$ cat config.mk
export PLATFORM = sky130hd
export DESIGN_NAME = field_ordering_ctrl
export DESIGN_NICKNAME = d
export VERILOG_FILES = /design/src/rtl/field_ordering_pkg.sv /design/src/rtl/fo_out_fifo2.sv /design/src/rtl/field_ordering_ctrl.sv
export SDC_FILE = /design/constraint.sdc
export NUM_CORES = 1
export LEC_CHECK = 0
export ABC_AREA = 1
export ABC_CLOCK_PERIOD_IN_PS = 7170
export BUFFER_PORTS_ARGS = -buffer_cell sky130_fd_sc_hd__clkbuf_2
export CAP_MARGIN = 20
export CORE_ASPECT_RATIO = 0.6
export CORE_UTILIZATION = 50
export CTS_CLUSTER_DIAMETER = 150
export DETAILED_ROUTE_END_ITERATION = 16
export PLACE_DENSITY = 0.76
export SETUP_SLACK_MARGIN = 0.5
export SYNTH_ARGS = -nofsm -noshare
export SYNTH_HDL_FRONTEND = slang
export SYNTH_SLANG_ARGS = --single-unit
$ cat constraint.sdc
create_clock -name clk -period 7.17 [get_ports clk]
set_input_delay 0.717 -clock clk [delete_from_list [all_inputs] [get_ports clk]]
set_output_delay 0.717 -clock clk [all_outputs]
set_load 0.01 [all_outputs]
$ cat src/rtl/field_ordering_pkg.sv
// Shared types and sizing helpers for the field-ordering sequencer
// and its output FIFO.
package field_ordering_pkg;

  typedef enum logic [2:0] {
    IDLE,
    LOAD,
    SORT,
    WAIT,
    READ,
    FAIL
  } fo_state_t;

  localparam int FO_M_DEF         = 13;
  localparam int FO_SIGMA2_DEF    = 32;
  localparam int FO_MAX_RETRY_DEF = 4;
  localparam int FO_RD_LAT_DEF    = 1;

  function automatic int fo_n(input int m);
    return 1 << m;
  endfunction

  function automatic int fo_att_w(input int max_retry);
    return $clog2(max_retry + 1);
  endfunction

endpackage

$ cat src/rtl/fo_out_fifo2.sv
// Two-entry FIFO that absorbs sort-engine read latency so the alpha
// stream can run at full rate under arbitrary backpressure.
module fo_out_fifo2 #(
  parameter int W = 8
) (
  input  logic         clk,
  input  logic         rst,
  input  logic         in_valid_i,
  input  logic [W-1:0] in_data_i,
  output logic         out_valid_o,
  input  logic         out_ready_i,
  output logic [W-1:0] out_data_o,
  output logic [1:0]   count_o
);

  logic [W-1:0] mem_q [2];
  logic         wp_q;
  logic         rp_q;
  logic [1:0]   cnt_q;
  logic         push;
  logic         pop;

  assign push        = in_valid_i && (cnt_q != 2'd2);
  assign pop         = out_valid_o && out_ready_i;
  assign out_valid_o = (cnt_q != 2'd0);
  assign out_data_o  = mem_q[rp_q];
  assign count_o     = cnt_q;

  always_ff @(posedge clk or posedge rst) begin
    if (rst) begin
      mem_q[0] <= '0;
      mem_q[1] <= '0;
      wp_q     <= 1'b0;
      rp_q     <= 1'b0;
      cnt_q    <= 2'd0;
    end else begin
      if (push) begin
        mem_q[wp_q] <= in_data_i;
        wp_q        <= ~wp_q;
      end
      if (pop) begin
        rp_q <= ~rp_q;
      end
      cnt_q <= cnt_q + 2'(push) - 2'(pop);
    end
  end

endmodule

$ cat src/rtl/field_ordering_ctrl.sv
// Load/sort/readout sequencer around the field-ordering sort engine,
// with reload-and-retry when the engine reports equal keys.
module field_ordering_ctrl
  import field_ordering_pkg::*;
#(
  parameter int M         = FO_M_DEF,
  parameter int SIGMA2    = FO_SIGMA2_DEF,
  parameter int MAX_RETRY = FO_MAX_RETRY_DEF,
  parameter int RD_LAT    = FO_RD_LAT_DEF
) (
  input  logic                             clk,
  input  logic                             rst,
  input  logic                             start,
  output logic                             busy,
  output logic                             done,
  output logic                             fail,
  input  logic                             rand_valid,
  output logic                             rand_ready,
  input  logic [SIGMA2-1:0]                rand_data,
  output logic                             fo_wr_en,
  output logic [M-1:0]                     fo_wr_addr,
  output logic [SIGMA2-1:0]                fo_rand_in,
  output logic                             fo_start,
  input  logic                             fo_done,
  input  logic                             fo_fail,
  output logic                             fo_rd_en,
  output logic [M-1:0]                     fo_rd_addr,
  input  logic [M-1:0]                     fo_index_out,
  output logic                             alpha_valid,
  input  logic                             alpha_ready,
  output logic [M-1:0]                     alpha_out,
  output logic [fo_att_w(MAX_RETRY)-1:0]   attempts
);

  localparam int N  = fo_n(M);
  localparam int CW = M + 1;
  localparam int AW = fo_att_w(MAX_RETRY);

  localparam logic [CW-1:0] LAST  = CW'(N - 1);
  localparam logic [AW-1:0] MAX_A = AW'(MAX_RETRY);

  fo_state_t         state_q;
  logic [CW-1:0]     wr_cnt_q;
  logic [CW-1:0]     rd_cnt_q;
  logic [CW-1:0]     out_cnt_q;
  logic [AW-1:0]     attempts_q;
  logic              fail_q;
  logic              done_q;
  logic [RD_LAT-1:0] lat_q;

  logic       wr_fire;
  logic       rd_fire;
  logic       pop;
  logic [1:0] fifo_cnt;
  logic [2:0] infl;
  logic [2:0] occ;

  assign rand_ready = (state_q == LOAD);
  assign wr_fire    = rand_ready && rand_valid;
  assign fo_wr_en   = wr_fire;
  assign fo_wr_addr = wr_fire ? wr_cnt_q[M-1:0] : '0;
  assign fo_rand_in = wr_fire ? rand_data : '0;
  assign fo_start   = (state_q == SORT);

  assign busy     = !(state_q inside {IDLE, FAIL});
  assign done     = done_q;
  assign fail     = fail_q;
  assign attempts = attempts_q;

  // Credit: buffered + in flight, less what leaves this cycle, stays <= 2.
  always_comb begin
    infl = '0;
    for (int i = 0; i < RD_LAT; i++) begin
      infl = infl + {2'b00, lat_q[i]};
    end
  end

  assign pop     = alpha_valid && alpha_ready;
  assign occ     = {1'b0, fifo_cnt} + infl - {2'b00, pop};
  assign rd_fire = (state_q == READ) && !rd_cnt_q[M] && (occ < 3'd2);

  assign fo_rd_en   = rd_fire;
  assign fo_rd_addr = rd_fire ? rd_cnt_q[M-1:0] : '0;

  always_ff @(posedge clk or posedge rst) begin
    if (rst) begin
      lat_q <= '0;
    end else begin
      lat_q <= (lat_q << 1) | RD_LAT'(rd_fire);
    end
  end

  fo_out_fifo2 #(
    .W (M)
  ) u_fifo (
    .clk         (clk),
    .rst         (rst),
    .in_valid_i  (lat_q[RD_LAT-1]),
    .in_data_i   (fo_index_out),
    .out_valid_o (alpha_valid),
    .out_ready_i (alpha_ready),
    .out_data_o  (alpha_out),
    .count_o     (fifo_cnt)
  );

  always_ff @(posedge clk or posedge rst) begin
    if (rst) begin
      state_q    <= IDLE;
      wr_cnt_q   <= '0;
      rd_cnt_q   <= '0;
      out_cnt_q  <= '0;
      attempts_q <= '0;
      fail_q     <= 1'b0;
      done_q     <= 1'b0;
    end else begin
      done_q <= 1'b0;
      unique case (state_q)
        IDLE: begin
          if (start) begin
            fail_q     <= 1'b0;
            attempts_q <= '0;
            wr_cnt_q   <= '0;
            state_q    <= LOAD;
          end
        end
        LOAD: begin
          if (wr_fire) begin
            wr_cnt_q <= wr_cnt_q + CW'(1);
            if (wr_cnt_q == LAST) begin
              state_q <= SORT;
            end
          end
        end
        SORT: begin
          attempts_q <= attempts_q + AW'(1);
          rd_cnt_q   <= '0;
          out_cnt_q  <= '0;
          state_q    <= WAIT;
        end
        WAIT: begin
          if (fo_done) begin
            if (!fo_fail) begin
              state_q <= READ;
            end else if (attempts_q < MAX_A) begin
              wr_cnt_q <= '0;
              state_q  <= LOAD;
            end else begin
              fail_q  <= 1'b1;
              state_q <= FAIL;
            end
          end
        end
        READ: begin
          if (rd_fire) begin
            rd_cnt_q <= rd_cnt_q + CW'(1);
          end
          if (pop) begin
            out_cnt_q <= out_cnt_q + CW'(1);
            if (out_cnt_q == LAST) begin
              done_q  <= 1'b1;
              state_q <= IDLE;
            end
          end
        end
        FAIL: begin
          state_q <= IDLE;
        end
        default: begin
          state_q <= IDLE;
        end
      endcase
    end
  end

endmodule
Word-level counts from Yosys, hierarchy flattened --
Index checks and enable logic that the tools add are counted.
Storage, ports and cells: word-level logic and storage cells 107, input port bits 52, flip-flop bits (word level) 81, output and inout bits 82
Cells by class: $add $sub $neg 8, mux-type cells 38, reductions and logical operators 21, eq/ne operators 18, order comparisons 5, bitwise gates (word level) 4
Operator list (count):
- $mux W14 | 7
- $mux W13 | 6
- $pmux W14 S2 | 2
- $add A14 B1 Y14 const B | 3
- $pmux W14 S3 | 1
- $mux W32 | 1
- $eq A14 B13 Y1 const B | 2
- $mux W3 | 9
- $bwmux W26 | 1
- $ne A2 B2 Y1 const B | 8
- $pmux W3 S5 | 1
- $demux W13 S1 | 1
- $reduce_and A6 Y1 | 2
- $reduce_bool A2 Y1 | 5
- $mux W1 | 7
- $eq A3 B2 Y1 const B | 2
- $eq A3 B3 Y1 const B | 2
- $logic_and A1 B1 Y1 | 6
- $ne A2 B1 Y1 const B | 3
- $pmux W3 S2 | 1
- $reduce_and A2 Y1 | 3
- $reduce_and A5 Y1 | 1
- $ge A2 B2 Y1 const B | 2
- $not A1 Y2 | 2
- other kinds (14) | 16

Logic depth before layout (Yosys ltp) --
Gate-level depths: netlist of the first run.
depth in word-level cells 7, mapped depth 14, mapped depth without buffers 14

Cells and area by module --
A second synthesis of the first run with hierarchy kept.
Second synthesis, totals: cells, all modules 732, area total of the unflattened synthesis 5270.1 sq um
Modules (own cells, without submodules):
- field_ordering_ctrl | sequential area each 1276.2 sq um, instances 1, area an instance 3747.3 sq um, cells each 544
- fo_out_fifo2 | sequential area each 750.7 sq um, instances 1, area an instance 1522.7 sq um, cells each 188

Worst setup path before layout of the first run --
Ideal clock, no wire load.
kind input -> output, from in alpha_ready, to out fo_rd_addr[10], path slack 3923 ps, path buffers 1, arrival time 2530 ps, data required time 6453 ps, stages on the path 11, cells stage by stage inv_1 nor2_1 inv_1 o21ai_0 nand2_1 fa_1 nand3_1 nor2_1 inv_1 buf_2 nor2_1
On the way: longest elaborated chain between the ends 5
Ends and longest elaborated chain:
- start, declared | line field_ordering_ctrl.sv:30 | input logic alpha_ready,
- $logic_and A1 B1 Y1 | line field_ordering_ctrl.sv:78 | assign pop = alpha_valid && alpha_ready;
- $sub A3 B1 Y3 | line field_ordering_ctrl.sv:79 | assign occ = {1'b0, fifo_cnt} + infl - {2'b00, pop};
- $lt A3 B2 Y1 | line field_ordering_ctrl.sv:80 | assign rd_fire = (state_q == READ) && !rd_cnt_q[M] && (occ < 3'd2);
- $logic_and A1 B1 Y1 | line field_ordering_ctrl.sv:80
- via fo_rd_en | line field_ordering_ctrl.sv:26 | output logic fo_rd_en,
- $mux W13 | line field_ordering_ctrl.sv:83 | assign fo_rd_addr = rd_fire ? rd_cnt_q[M-1:0] : '0;
- end, declared | line field_ordering_ctrl.sv:27 | output logic [M-1:0] fo_rd_addr,
The timed path passes the listed nets, and every way through them passes these cells.

Worst setup path after layout of the first run --
from reg u_fifo.cnt_q[1], in the netlist u_fifo.count_o[1], to out fo_rd_addr[8]
On the way: longest elaborated chain between the ends 6, elaborated cells between the ends (all ways) 7, classes of those cells add/sub: 2; order compare: 1; mux: 1; reduce/logical: 3
Ends and longest elaborated chain:
- start, declared | line fo_out_fifo2.sv:19 | logic [1:0] cnt_q;
- start signal, assigned | line fo_out_fifo2.sv:44 | cnt_q <= cnt_q + 2'(push) - 2'(pop);
- branches (longest 2 deep; another with $add A2 B1 Y3)
- $sub A3 B1 Y3 * | line field_ordering_ctrl.sv:79
- $lt A3 B2 Y1 * | line field_ordering_ctrl.sv:80
- $logic_and A1 B1 Y1 * | line field_ordering_ctrl.sv:80
- $mux W13 * | line field_ordering_ctrl.sv:83
Mark *: on every way between the ends.

==> parameters.txt, run 1 <==
Parameter                              Value

Detailed routing
  Final routed wire length divided by cell count ... 13.9 µm
  Wire length on met1 ... 6010 µm
  Wire length on met2 ... 5640 µm
  Via total after detailed routing ... 4742
  Vias per cell ... 5.13
  Antenna Violating Nets Remaining ... 0
  Number of DRC violations after detailed-routing iteration 0 ... 320
  Detailed-route DRC error count ... 0
  Routed WL ... 12800 µm
  Uppermost signal routing layer after detailed routing ... met4
  Wire length on met3 ... 1010 µm
  Number of iterations in the first detailed-routing pass ... 5

CTS
  Cts repair resizes ... 0
  CTS tree ... done
  Maximum number of buffers from clock root to sink ... 2
  Clock slew at reported path FFs ... 0.06 ns
  H-tree levels ... 3
  Clock network latency to the later pin of the worst-skew pair ... 0.34 ns
  Root buffer cell ... sky130_fd_sc_hd__clkbuf_16
  Number of buffers inserted during clock tree synthesis ... 9
  Count of hold buffers inserted by post-cts repair ... 0
  Number of buffers inserted by post-CTS setup repair ... 0
  Sinks on the clock net ... 81

Setup path
  Worst reg2reg startpoint ... u_fifo.count_o[1]
  Critical path required time ... 6.45 ns
  Startpoint Class ... register
  Critical Path End Type ... primary output
  Worst endpoint data arrival time ... 3.04 ns
  Critical path origin ... u_fifo.count_o[1]
  Max FO, Critical Path ... 16
  Classification of the worst setup path ... reg -> out

Floorplan
  Number of ports placed on the die boundary ... 134
  Die extent in x ... 130 µm
  Effective utilization at floorplan ... 52.4%
  Vert. Die Dim ... 78.7 µm
  Area of the core ... 9360 µm²
  Die area ... 10200 µm²
  Number of standard-cell rows in the floorplan ... 27

Timing
  Worst hold margin ... 0.484 ns
  Setup TNS after final layout ... 0 ns
  Total count of max-transition violations in the final report ... 0
  Setup repair after global routing missed its margin ... false
  Minimum period implied by the final worst setup slack ... 3.76 ns
  Count of final hold-check violations ... 0
  Transition time of the tightest slew-check pin ... 0.885 ns
  Final setup violating endpoints ... 0
  Period utilisation layout ... 52.4%
  Worst-case headroom to the max-slew limit ... 41.0%
  Skew final ... 0.00475 ns
  Top achievable clock speed ... 266 MHz

Hold path
  Hold_sp ... u_fifo.mem_q[1]
  Hold/Removal Path Class ... reg -> reg

Yosys
  Number of flip-flops and latches in the synthesized netlist ... 81
  Syn_nets ... 721
  Number of distinct library cell variants in the gate-level netlist after synthesis ... 37
  Synthesized instance count ... 662
  Synth Area per Inst ... 7.41 µm²
  Netlist area before placement ... 4900 µm²
  Synthesis warning total ... 0
  Portion of the post-synthesis area used by sequential elements ... 41.3%

Status
  Run status ... finished, final reports clean

Final layout
  Layout overhead on the synthesized area ... 20.3%
  Nets@finish ... 848
  Antenna fix cells ... 0
  Core utilization of the finished layout ... 63.0%
  Layout cell share with drive strength beyond 1 ... 25.7%
  Cell area after layout ... 5900 µm²

Placed design
  RePlAce Congestion ... 0.899
  I/O Buffers ... 133
  HPWL after detailed placement ... 9600 µm
  Area post-placement ... 5590 µm²

Global routing
  Wire length of the first global-routing pass ... 20800 µm
  Antenna violations before repair ... 0
  Remaining Overflow, GRT ... 0
  Number of global-route vias before repair ... 4387
  Pin count of the biggest net entering global routing ... 82
  Global-route usage over all layers ... 26.4%

Power
  P per Cell Area ... 292 nW/µm²
  Final Total Pwr ... 1.72 mW
  Worst ir drop on vdd ... 0.152 mV
  Standby leakage power ... 3.20 nW

Job
  Number of max-cap violations ... 0
-- critical path, stage by stage, from the launching register on --
cell                       delay, ns
sky130_fd_sc_hd__dfrtp_1        0.45
sky130_fd_sc_hd__nand2_1        0.10
sky130_fd_sc_hd__nor2_1         0.17
sky130_fd_sc_hd__inv_1          0.08
sky130_fd_sc_hd__o21ai_0        0.13
sky130_fd_sc_hd__nand2_1        0.15
sky130_fd_sc_hd__fa_1           0.54
sky130_fd_sc_hd__nand3_1        0.13
sky130_fd_sc_hd__nor2_1         0.30
sky130_fd_sc_hd__inv_1          0.32
sky130_fd_sc_hd__nor2_1         0.20
sky130_fd_sc_hd__clkbuf_2       0.16
-- where the power goes --
part,switching [mW],total [mW],internal [mW]
logic,0.372,0.599,0.227
registers,0.104,0.687,0.583
clock network,0.190,0.436,0.247
-- sequential cells by signal, summed over array words and instances (netlist names) --
register and flops:
done 1, lat_q 1, fail 1, u_fifo.mem_q 26
u_fifo.count_o 2, wr_cnt_q 14, u_fifo.rp_q 1, rd_cnt_q 14
state_q 3, attempts 3, u_fifo.wp_q 1, out_cnt_q 14
-- cell usage in the layout, fill, tap and decap left out, types with 2 or more instances in the layout --
cell	netlist	routed
sky130_fd_sc_hd__inv_2	5	5
sky130_fd_sc_hd__o21ai_2	9	9
sky130_fd_sc_hd__nand2_1	135	135
sky130_fd_sc_hd__or2_2	2	2
sky130_fd_sc_hd__nand3_1	34	34
sky130_fd_sc_hd__ha_1	6	6
sky130_fd_sc_hd__nand2_2	10	10
sky130_fd_sc_hd__o21bai_1	2	2
sky130_fd_sc_hd__clkbuf_16	0	9
sky130_fd_sc_hd__nand2_4	2	2
sky130_fd_sc_hd__dfrtp_1	81	81
sky130_fd_sc_hd__clkinv_4	0	3
sky130_fd_sc_hd__nor3_1	9	9
sky130_fd_sc_hd__clkbuf_2	0	133
sky130_fd_sc_hd__nor2_2	2	2
sky130_fd_sc_hd__nand4_1	22	22
sky130_fd_sc_hd__nand3_2	2	2
sky130_fd_sc_hd__o21ai_0	53	53
sky130_fd_sc_hd__nor2_1	109	109
sky130_fd_sc_hd__nor2_8	2	2
sky130_fd_sc_hd__mux2_2	13	13
sky130_fd_sc_hd__nor2_4	2	2
sky130_fd_sc_hd__o21ai_1	6	6
sky130_fd_sc_hd__clkinv_2	0	2
sky130_fd_sc_hd__inv_1	107	106
sky130_fd_sc_hd__xor2_1	11	11
sky130_fd_sc_hd__a21oi_1	9	9
sky130_fd_sc_hd__inv_4	2	2
-- kinds of logic after synthesis --
family	count (synthesis)	share of synthesized area, %
compound gates	82	9.31
xor+xnor	12	2.14
fa+ha+maj	7	1.94
buf+inv	133	11.8
flops	81	41.3
mux	14	3.19
simple gates	333	30.3
-- worst paths after layout --
kind	end	slack (ns)	cells past startpoint
worst max-delay path	fo_rd_addr[8]	3.41	11
worst min-delay path	u_fifo.mem_q[1]	0.48	2
worst max register to register	rd_cnt_q[10]	4.26	11
worst min register to register	u_fifo.mem_q[1]	0.48	2
max in group asynchronous	u_fifo.count_o[1]	6.08	4
min in group asynchronous	wr_cnt_q[11]	0.49	3
-- metal layers --
metal | up-vias | global-route usage, %
met2 | 220 | 41.1
met4 | 0 | 6.86
met3 | 15 | 5.59
met1 | 2185 | 37.5
li1 | 2322 | -
met5 | - | 0
-- cells in the mapped netlist, drive strengths merged --
master / n / area share [%]
o21bai: 2 / 0.31
xnor2: 1 / 0.18
fa: 1 / 0.41
nor2: 115 / 9.9
mux2i: 1 / 0.20
nand4: 22 / 2.8
nand2: 147 / 12
nand3: 36 / 3.9
a21oi: 10 / 1.1
dfrtp: 81 / 41
clkbuf: 5 / 0.38
and2: 1 / 0.13
or2: 2 / 0.26
mux2: 13 / 3.0
buf: 14 / 2.6
nor3: 10 / 1.3
inv: 114 / 8.8
o211ai: 1 / 0.15
o22ai: 1 / 0.13
o21ai: 68 / 7.6
ha: 6 / 1.5
xor2: 11 / 2.0
-- through the flow --
stage | setup WS (ns) | cells
detailed placement | 3.46 | 907
floorplan | 3.92 | 662
global route | 3.14 | 924
finish | 3.41 | 924
global placement | 3.68 | 907
CTS | 3.38 | 923
-- cell type report --
| cell class | count | area, µm² |
|---|---|---|
| clock inverters | 5 | 40.0 |
| inverters | 114 | 434 |
| fillers | 839 | 3460 |
| clock buffers | 11 | 243 |
| repair buffers | 135 | 693 |
| well taps | 130 | 163 |
| multi-input cells | 448 | 2300 |
| flip-flops and latches | 81 | 2030 |
Power figures use the tool's default switching activity.
==> run 2: changes to the inputs <==
ABC_CLOCK_PERIOD_IN_PS = 3400   (was 7170)
CORE_UTILIZATION = 48   (was 50)
clock period = 3.4 ns   (was 7.17 ns; I/O delays follow)
==> run 2 against run 1 <==
  * Clock skew grew 0.0014 ns
  * Critical path depth rose by 1
  * Clock-buffer cell count is 2 lower
  * Cell count grew 0.87%
  * Critical path type unchanged
  * Sequential cell count did not move
  * Global-route usage shrank 2.2 points
  * Clock power grew to 2.8 times the previous value
  * Total power increased by 130%
  * First-iteration DRC count fell by 17%
  * Die area rose by 4.1%
  * Non-clock buffer count rose by 3
==> parameters.txt, run 2 (synthesized netlist as in run 1, its figures left out) <==
Parameter                              Value

Status
  Run status ... finished, final reports clean

CTS
  CTS tree ... done
  Maximum number of buffers from clock root to sink ... 2
  Number of buffers inserted during clock tree synthesis ... 9
  Clock network latency to the later pin of the worst-skew pair ... 0.34 ns
  H-tree levels ... 3
  Root buffer cell ... sky130_fd_sc_hd__clkbuf_16
  Sinks on the clock net ... 81
  Clock slew at reported path FFs ... 0.06 ns

Placed design
  RePlAce Congestion ... 0.910
  HPWL after detailed placement ... 9370 µm
  Cell count after placement ... 913
  I/O Buffers ... 133

Floorplan
  Effective utilization at floorplan ... 49.6%
  Area of the core ... 9880 µm²
  Vert. Die Dim ... 80.3 µm
  Number of ports placed on the die boundary ... 134
  Die extent in x ... 132 µm
  Die area ... 10600 µm²
  Number of standard-cell rows in the floorplan ... 28

Timing
  Final setup violating endpoints ... 0
  Setup TNS after final layout ... 0 ns
  Period utilisation layout ... 81.6%
  Total count of max-transition violations in the final report ... 0
  Top achievable clock speed ... 361 MHz
  Worst-case headroom to the max-slew limit ... 45.5%
  Count of final hold-check violations ... 0
  Minimum period implied by the final worst setup slack ... 2.77 ns
  Setup repair after global routing missed its margin ... true
  Skew final ... 0.00615 ns
  Transition time of the tightest slew-check pin ... 0.817 ns

Final layout
  Layout cell share with drive strength beyond 1 ... 26.7%
  Commonest cells after routing, fill and taps aside ... sky130_fd_sc_hd__nand2_1 (135), sky130_fd_sc_hd__clkbuf_2 (132), sky130_fd_sc_hd__nor2_1 (107)
  Most common library cell in the layout ignoring fill and taps ... sky130_fd_sc_hd__nand2_1
  Footprint of the multi-input gates ... 2320 µm²
  Number of flip-flops in the largest register ... 26
  Register with the most flip-flops ... u_fifo.mem_q
  Nets@finish ... 851
  Filler cells ... 903
  Layout overhead on the synthesized area ... 23.2%
  Finished Layout Cells ... 932
  Area taken by flip-flops and latches ... 2030 µm²
  Antenna fix cells ... 0

Detailed routing
  Detailed-route DRC error count ... 0
  Via total after detailed routing ... 4767
  Routed WL ... 12500 µm
  Vias per cell ... 5.11
  Antenna Violating Nets Remaining ... 0
  Final routed wire length divided by cell count ... 13.4 µm
  Number of DRC violations after detailed-routing iteration 0 ... 266
  Number of iterations in the first detailed-routing pass ... 5

Global routing
  Remaining Overflow, GRT ... 0
  Number of global-route vias before repair ... 4460
  Pin count of the biggest net entering global routing ... 51
  Wire length of the first global-routing pass ... 20400 µm
  Global-route usage over all layers ... 24.2%
  Antenna violations before repair ... 0

Power
  P per Cell Area ... 655 nW/µm²
  Standby leakage power ... 3.26 nW
  Worst ir drop on vdd ... 0.367 mV
  Final Total Pwr ... 3.96 mW

Setup path
  Max FO, Critical Path ... 16
  Critical path required time ... 3.06 ns
  Classification of the worst setup path ... reg -> out
  Worst endpoint data arrival time ... 2.43 ns
  Startpoint Class ... register
  Critical Path End Type ... primary output

Job
  Number of max-cap violations ... 0

Hold path
  Hold/Removal Path Class ... in -> reg
run 2: cell types whose count changed in the layout (fill, tap and decap cells not counted), sizes merged:
cell	delta
buf	+3
bufinv	+4
clkbuf	-3
clkinv	-4
dlygate4sd3	+1
inv	+2
run 2: repair_timing:
action	in CTS	in global routing
hold buffers	0	1
endpoints found under the setup margin	13	23
endpoints found under the hold margin	0	2
pin swaps	1	1
gates resized for setup	7	3
buffers inserted	1	0
run 2: power by group:
group / leakage [nW] / switching, mW / internal (mW)
clock: 0.182 / 0.409 / 0.801
combinational: 2.07 / 0.780 / 0.512
sequential: 1.01 / 0.223 / 1.23
run 2: final cells by class:
| type | instances | share of cell area (%) |
|---|---|---|
| multi-input cells | 448 | 38.3 |
| clock inverters | 7 | 2.46 |
| repair buffers | 138 | 11.9 |
| flip-flops and latches | 81 | 33.6 |
| clock buffers | 9 | 3.73 |
| inverters | 114 | 7.21 |
| well taps | 135 | 2.80 |
run 2: path summary, 6_finish.rpt:
kind | from | to | slack [ns] | cells after the start
min | fo_index_out[1] | u_fifo.mem_q[14] | 0.25 | 3
max | u_fifo.count_o[0] | fo_rd_addr[7] | 0.63 | 12
min reg2reg | u_fifo.mem_q[7] | u_fifo.mem_q[7] | 0.48 | 2
max in group asynchronous | rst | wr_cnt_q[12] | 2.26 | 5
min in group asynchronous | rst | u_fifo.mem_q[0] | 0.40 | 3
max reg2reg | u_fifo.count_o[0] | rd_cnt_q[6] | 0.72 | 11
run 2: metal layers:
layer / vias to the layer above / GRT usage [%] / wire [µm]
met4: 0 / 9.08 / 217
met1: 2198 / 30.9 / 5510
met3: 22 / 6.31 / 960
met5: - / 0 / 0
met2: 216 / 39.8 / 5800
li1: 2331 / - / -
run 2: critical path, cell delays in order (launching register included):
cell                       delay, ns
sky130_fd_sc_hd__dfrtp_1        0.40
sky130_fd_sc_hd__inv_1          0.10
sky130_fd_sc_hd__nand2_1        0.09
sky130_fd_sc_hd__nor2_2         0.12
sky130_fd_sc_hd__inv_1          0.09
sky130_fd_sc_hd__o21ai_2        0.08
sky130_fd_sc_hd__nand2_1        0.09
sky130_fd_sc_hd__fa_1           0.54
sky130_fd_sc_hd__nand3_2        0.12
sky130_fd_sc_hd__nor2_4         0.13
sky130_fd_sc_hd__inv_4          0.09
sky130_fd_sc_hd__nor2_1         0.11
sky130_fd_sc_hd__clkbuf_2       0.14
run 2: stage by stage:
step                hold WS (ns)  setup slack (ns)  util, %  cell area (µm²)
floorplan                  0.448             0.791        -             4900
global placement           0.461             0.785     56.8             5610
detailed placement         0.468             0.549     56.8             5610
CTS                        0.245             0.524     60.8             6010
global route               0.267             0.480     61.1             6040
finish                     0.252             0.626     61.1             6040
==> run 3: changes to the inputs <==
ABC_AREA = 0   (was 1)
ABC_CLOCK_PERIOD_IN_PS = 2800   (was 3400)
CORE_UTILIZATION = 50   (was 48)
PLACE_DENSITY = 0.77   (was 0.76)
clock period = 2.8 ns   (was 3.4 ns; I/O delays follow)
==> run 3 against run 2 <==
  * Sequential cell count unchanged
  * Core utilization grew 8.5 points
  * Combinational power is 45% lower
  * Clock skew increased by 0.0030 ns
  * Sequential power shrank 8%
  * Sequential share of layout area rose by 0.38 points
  * Clock power grew 4%
  * Register-to-register slack worse by 0.59 ns
  * Critical path type is now reg -> reg
  * Critical endpoint is now rd_cnt_q[4]
  * Largest cell class unchanged
==> parameters.txt, run 3 <==
Parameter                              Value

Timing
  Total count of max-transition violations in the final report ... 0
  Worst hold margin ... 0.0509 ns
  Top achievable clock speed ... 374 MHz
  Transition time of the tightest slew-check pin ... 0.751 ns
  Final setup violating endpoints ... 0
  Period utilisation layout ... 95.5%
  Setup repair after global routing missed its margin ... true
  Setup TNS after final layout ... 0 ns
  Count of final hold-check violations ... 0
  Skew final ... 0.00918 ns
  Worst-case headroom to the max-slew limit ... 49.4%
  Minimum period implied by the final worst setup slack ... 2.67 ns

Yosys
  Portion of the post-synthesis area used by sequential elements ... 45.5%
  Share of the synthesized area in the top cell type ... 45.5%
  Ys async rst share ... 100%
  Syn_nets ... 508
  Synthesized instance count ... 449
  Top cells by area, synth ... sky130_fd_sc_hd__dfrtp_1 (45%), sky130_fd_sc_hd__mux2_2 (10%), sky130_fd_sc_hd__and3_1 (7.3%), sky130_fd_sc_hd__nand2_1 (3.4%), sky130_fd_sc_hd__o21ai_0 (2.7%)
  Flip-flop cell with the highest count after synthesis ... sky130_fd_sc_hd__dfrtp_1
  Cell type with the highest aggregate area in the netlist ... sky130_fd_sc_hd__dfrtp_1
  Netlist area before placement ... 4460 µm²
  Number of distinct library cell variants in the gate-level netlist after synthesis ... 55
  Top-count cell post-synth ... sky130_fd_sc_hd__dfrtp_1
  Cell types with the highest counts after synthesis ... sky130_fd_sc_hd__dfrtp_1 (81), sky130_fd_sc_hd__and3_1 (52), sky130_fd_sc_hd__mux2_2 (41), sky130_fd_sc_hd__nand2_1 (40), sky130_fd_sc_hd__o21ai_0 (24)
  Synth Area per Inst ... 9.93 µm²
  Number of flip-flops and latches in the synthesized netlist ... 81
  Count of flip-flops with a built-in enable after synthesis ... 0
  Synthesis warning total ... 0

CTS
  H-tree levels ... 3
  Clock slew at reported path FFs ... 0.06 ns
  CTS tree ... done
  Clock network latency to the later pin of the worst-skew pair ... 0.34 ns
  Root buffer cell ... sky130_fd_sc_hd__clkbuf_16
  Number of buffers inserted during clock tree synthesis ... 9
  Maximum number of buffers from clock root to sink ... 2
  Sinks on the clock net ... 81

Final layout
  Layout overhead on the synthesized area ... 34.1%
  Register with the most flip-flops ... u_fifo.mem_q
  Filler cells ... 649
  Commonest cells after routing, fill and taps aside ... sky130_fd_sc_hd__clkbuf_2 (119), sky130_fd_sc_hd__dfrtp_1 (79), sky130_fd_sc_hd__and3_1 (51)
  Antenna fix cells ... 0
  Nets@finish ... 655
  Number of flip-flops in the largest register ... 26
  Most common library cell in the layout ignoring fill and taps ... sky130_fd_sc_hd__clkbuf_2
  Layout cell share with drive strength beyond 1 ... 43.2%

Setup path
  Cell family with the largest share of critical-path delay ... simple AND/OR/NAND/NOR gates
  Most common cell on crit path ... sky130_fd_sc_hd__buf_6
  Critical Path End Type ... register
  Worst path slowest cell ... sky130_fd_sc_hd__fa_2
  Classification of the worst setup path ... reg -> reg
  Number of stages on the worst setup path ... 12
  Crit path cell chain ... inv_2, nand3_2, o21ai_2, nand2_1, fa_2, nor2b_4, buf_4, buf_6, nand3_4, buf_6, or3_1, a21oi_1
  Critical path required time ... 3.03 ns
  Max FO, Critical Path ... 7
  Startpoint Class ... register
  Worst endpoint data arrival time ... 2.90 ns
  Reg2reg path depth ... 12
  Crit path buffers/inverters ... 4
  Crit-path max cell delay ... 0.52 ns

Detailed routing
  Number of iterations in the first detailed-routing pass ... 5
  Final routed wire length divided by cell count ... 17.1 µm
  Vias per cell ... 5.82
  Routed WL ... 12200 µm
  Detailed-route DRC error count ... 0
  Number of DRC violations after detailed-routing iteration 0 ... 254
  Via total after detailed routing ... 4140
  Antenna Violating Nets Remaining ... 0

Global routing
  Global-route usage over all layers ... 25.2%
  Wire length of the first global-routing pass ... 17800 µm
  Remaining Overflow, GRT ... 0
  Number of global-route vias before repair ... 3587
  Antenna violations before repair ... 0
  Pin count of the biggest net entering global routing ... 82

Hold path
  Hold/Removal Path Class ... in -> async

Floorplan
  Number of standard-cell rows in the floorplan ... 26
  Die extent in x ... 124 µm
  Vert. Die Dim ... 75.1 µm
  Number of ports placed on the die boundary ... 134
  Die area ... 9310 µm²
  Effective utilization at floorplan ... 51.9%
  Area of the core ... 8590 µm²

Power
  P per Cell Area ... 556 nW/µm²
  Cell-internal power ... 2.42 mW
  Clock network power share ... 38.1%
  Switching part of the total power ... 27.1%
  Standby leakage power ... 2.99 nW
  Total net switching power ... 899 µW
  Part of the total power dissipated in sequential elements ... 40.4%
  Combinational share of power ... 21.5%
  Final Total Pwr ... 3.32 mW
  Worst ir drop on vdd ... 0.368 mV

Placed design
  HPWL after detailed placement ... 7980 µm
  RePlAce Congestion ... 0.798
  I/O Buffers ... 133

Job
  Number of max-cap violations ... 0

Status
  Run status ... finished, final reports clean
[run 3: changes by cell type after synthesis, sizes merged, moves of 19 or more]
cell / before / now
nand2: 147 / 40
nor2: 115 / 12
inv: 114 / 15
and3: 0 / 52
o21ai: 68 / 25
mux2: 13 / 41
nand3: 36 / 17
[run 3: kinds of logic (layout without fill, tap and decap cells)]
kind of cell / Yosys count / after routing / synth area share, %
flip-flops: 81 / 81 / 45.5
AND/OR/NAND/NOR: 190 / 191 / 24.5
multiplexers: 48 / 48 / 11.9
buffers and inverters: 40 / 189 / 3.90
AO/OA/AOI/OAI: 76 / 76 / 10.6
XOR/XNOR: 7 / 7 / 1.38
adder cells (fa/ha/maj): 7 / 7 / 2.13
[run 3: area by class of cell]
cell class | count | area, µm² | area share (%)
Clock buffer | 11 | 253 | 4.23
Clock inverter | 3 | 65.1 | 1.09
Inverter | 15 | 60.1 | 1.00
Multi-Input combinational cell | 329 | 2420 | 40.5
Sequential cell | 81 | 2030 | 34.0
Tap cell | 112 | 140 | 2.34
Timing Repair Buffer | 160 | 1010 | 16.9
[run 3: worst min-delay path: stages]
cell and delay [ns]:
sky130_fd_sc_hd__clkbuf_2 0.10, sky130_fd_sc_hd__clkinvlp_4 0.07, sky130_fd_sc_hd__buf_12 0.36
[run 3: final timing paths]
path	slack (ns)	endpoint	start
worst max-delay path	0.13	rd_cnt_q[4]	u_fifo.count_o[0]
worst min register to register	0.50	u_fifo.mem_q[5]	u_fifo.mem_q[5]
min in group clk	0.19	u_fifo.mem_q[0]	fo_index_out[0]
worst min-delay path	0.05	wr_cnt_q[8]	rst
worst max register to register	0.13	rd_cnt_q[4]	u_fifo.count_o[0]
max in group asynchronous	2.39	u_fifo.count_o[1]	rst
[run 3: power by group through the flow]
stage	combinational (mW)	clock (mW)	sequential, mW
4_1_cts	0.674	1.28	1.34
3_3_place_gp	0.547	0	1.37
2_1_floorplan	0.395	0	1.32
5_1_grt	0.779	1.34	1.35
3_5_place_dp	0.567	0	1.38
6_report	0.715	1.26	1.34
[run 3: stage by stage]
step | instance area [µm²] | worst slack, ns | cells | util (%)
finish | 5980 | 0.126 | 711 | 69.6
global placement | 5260 | 0.295 | 680 | 61.2
floorplan | 4480 | 0.516 | 449 | -
CTS | 5690 | 0.221 | 703 | 66.3
global route | 5980 | 0.0775 | 711 | 69.6
detailed placement | 5260 | 0.0831 | 680 | 61.2
[run 3: layer usage]
| layer | global-route usage, % | vias up | part of all wire [%] |
|---|---|---|---|
| met5 | 0 | - | 0 |
| met4 | 8.84 | 0 | 1.7 |
| met3 | 4.70 | 22 | 5.9 |
| met2 | 40.2 | 160 | 47 |
| met1 | 34.9 | 2019 | 45 |
| li1 | - | 1939 | - |
[run 3: repair_timing]
action | in CTS | in global routing
buffers inserted | 8 | 8
cloned | 1 | 0
setup endpoints to repair | 28 | 63
resized for setup | 14 | 62
hold buffers | 0 | 0
pin swaps | 6 | 13
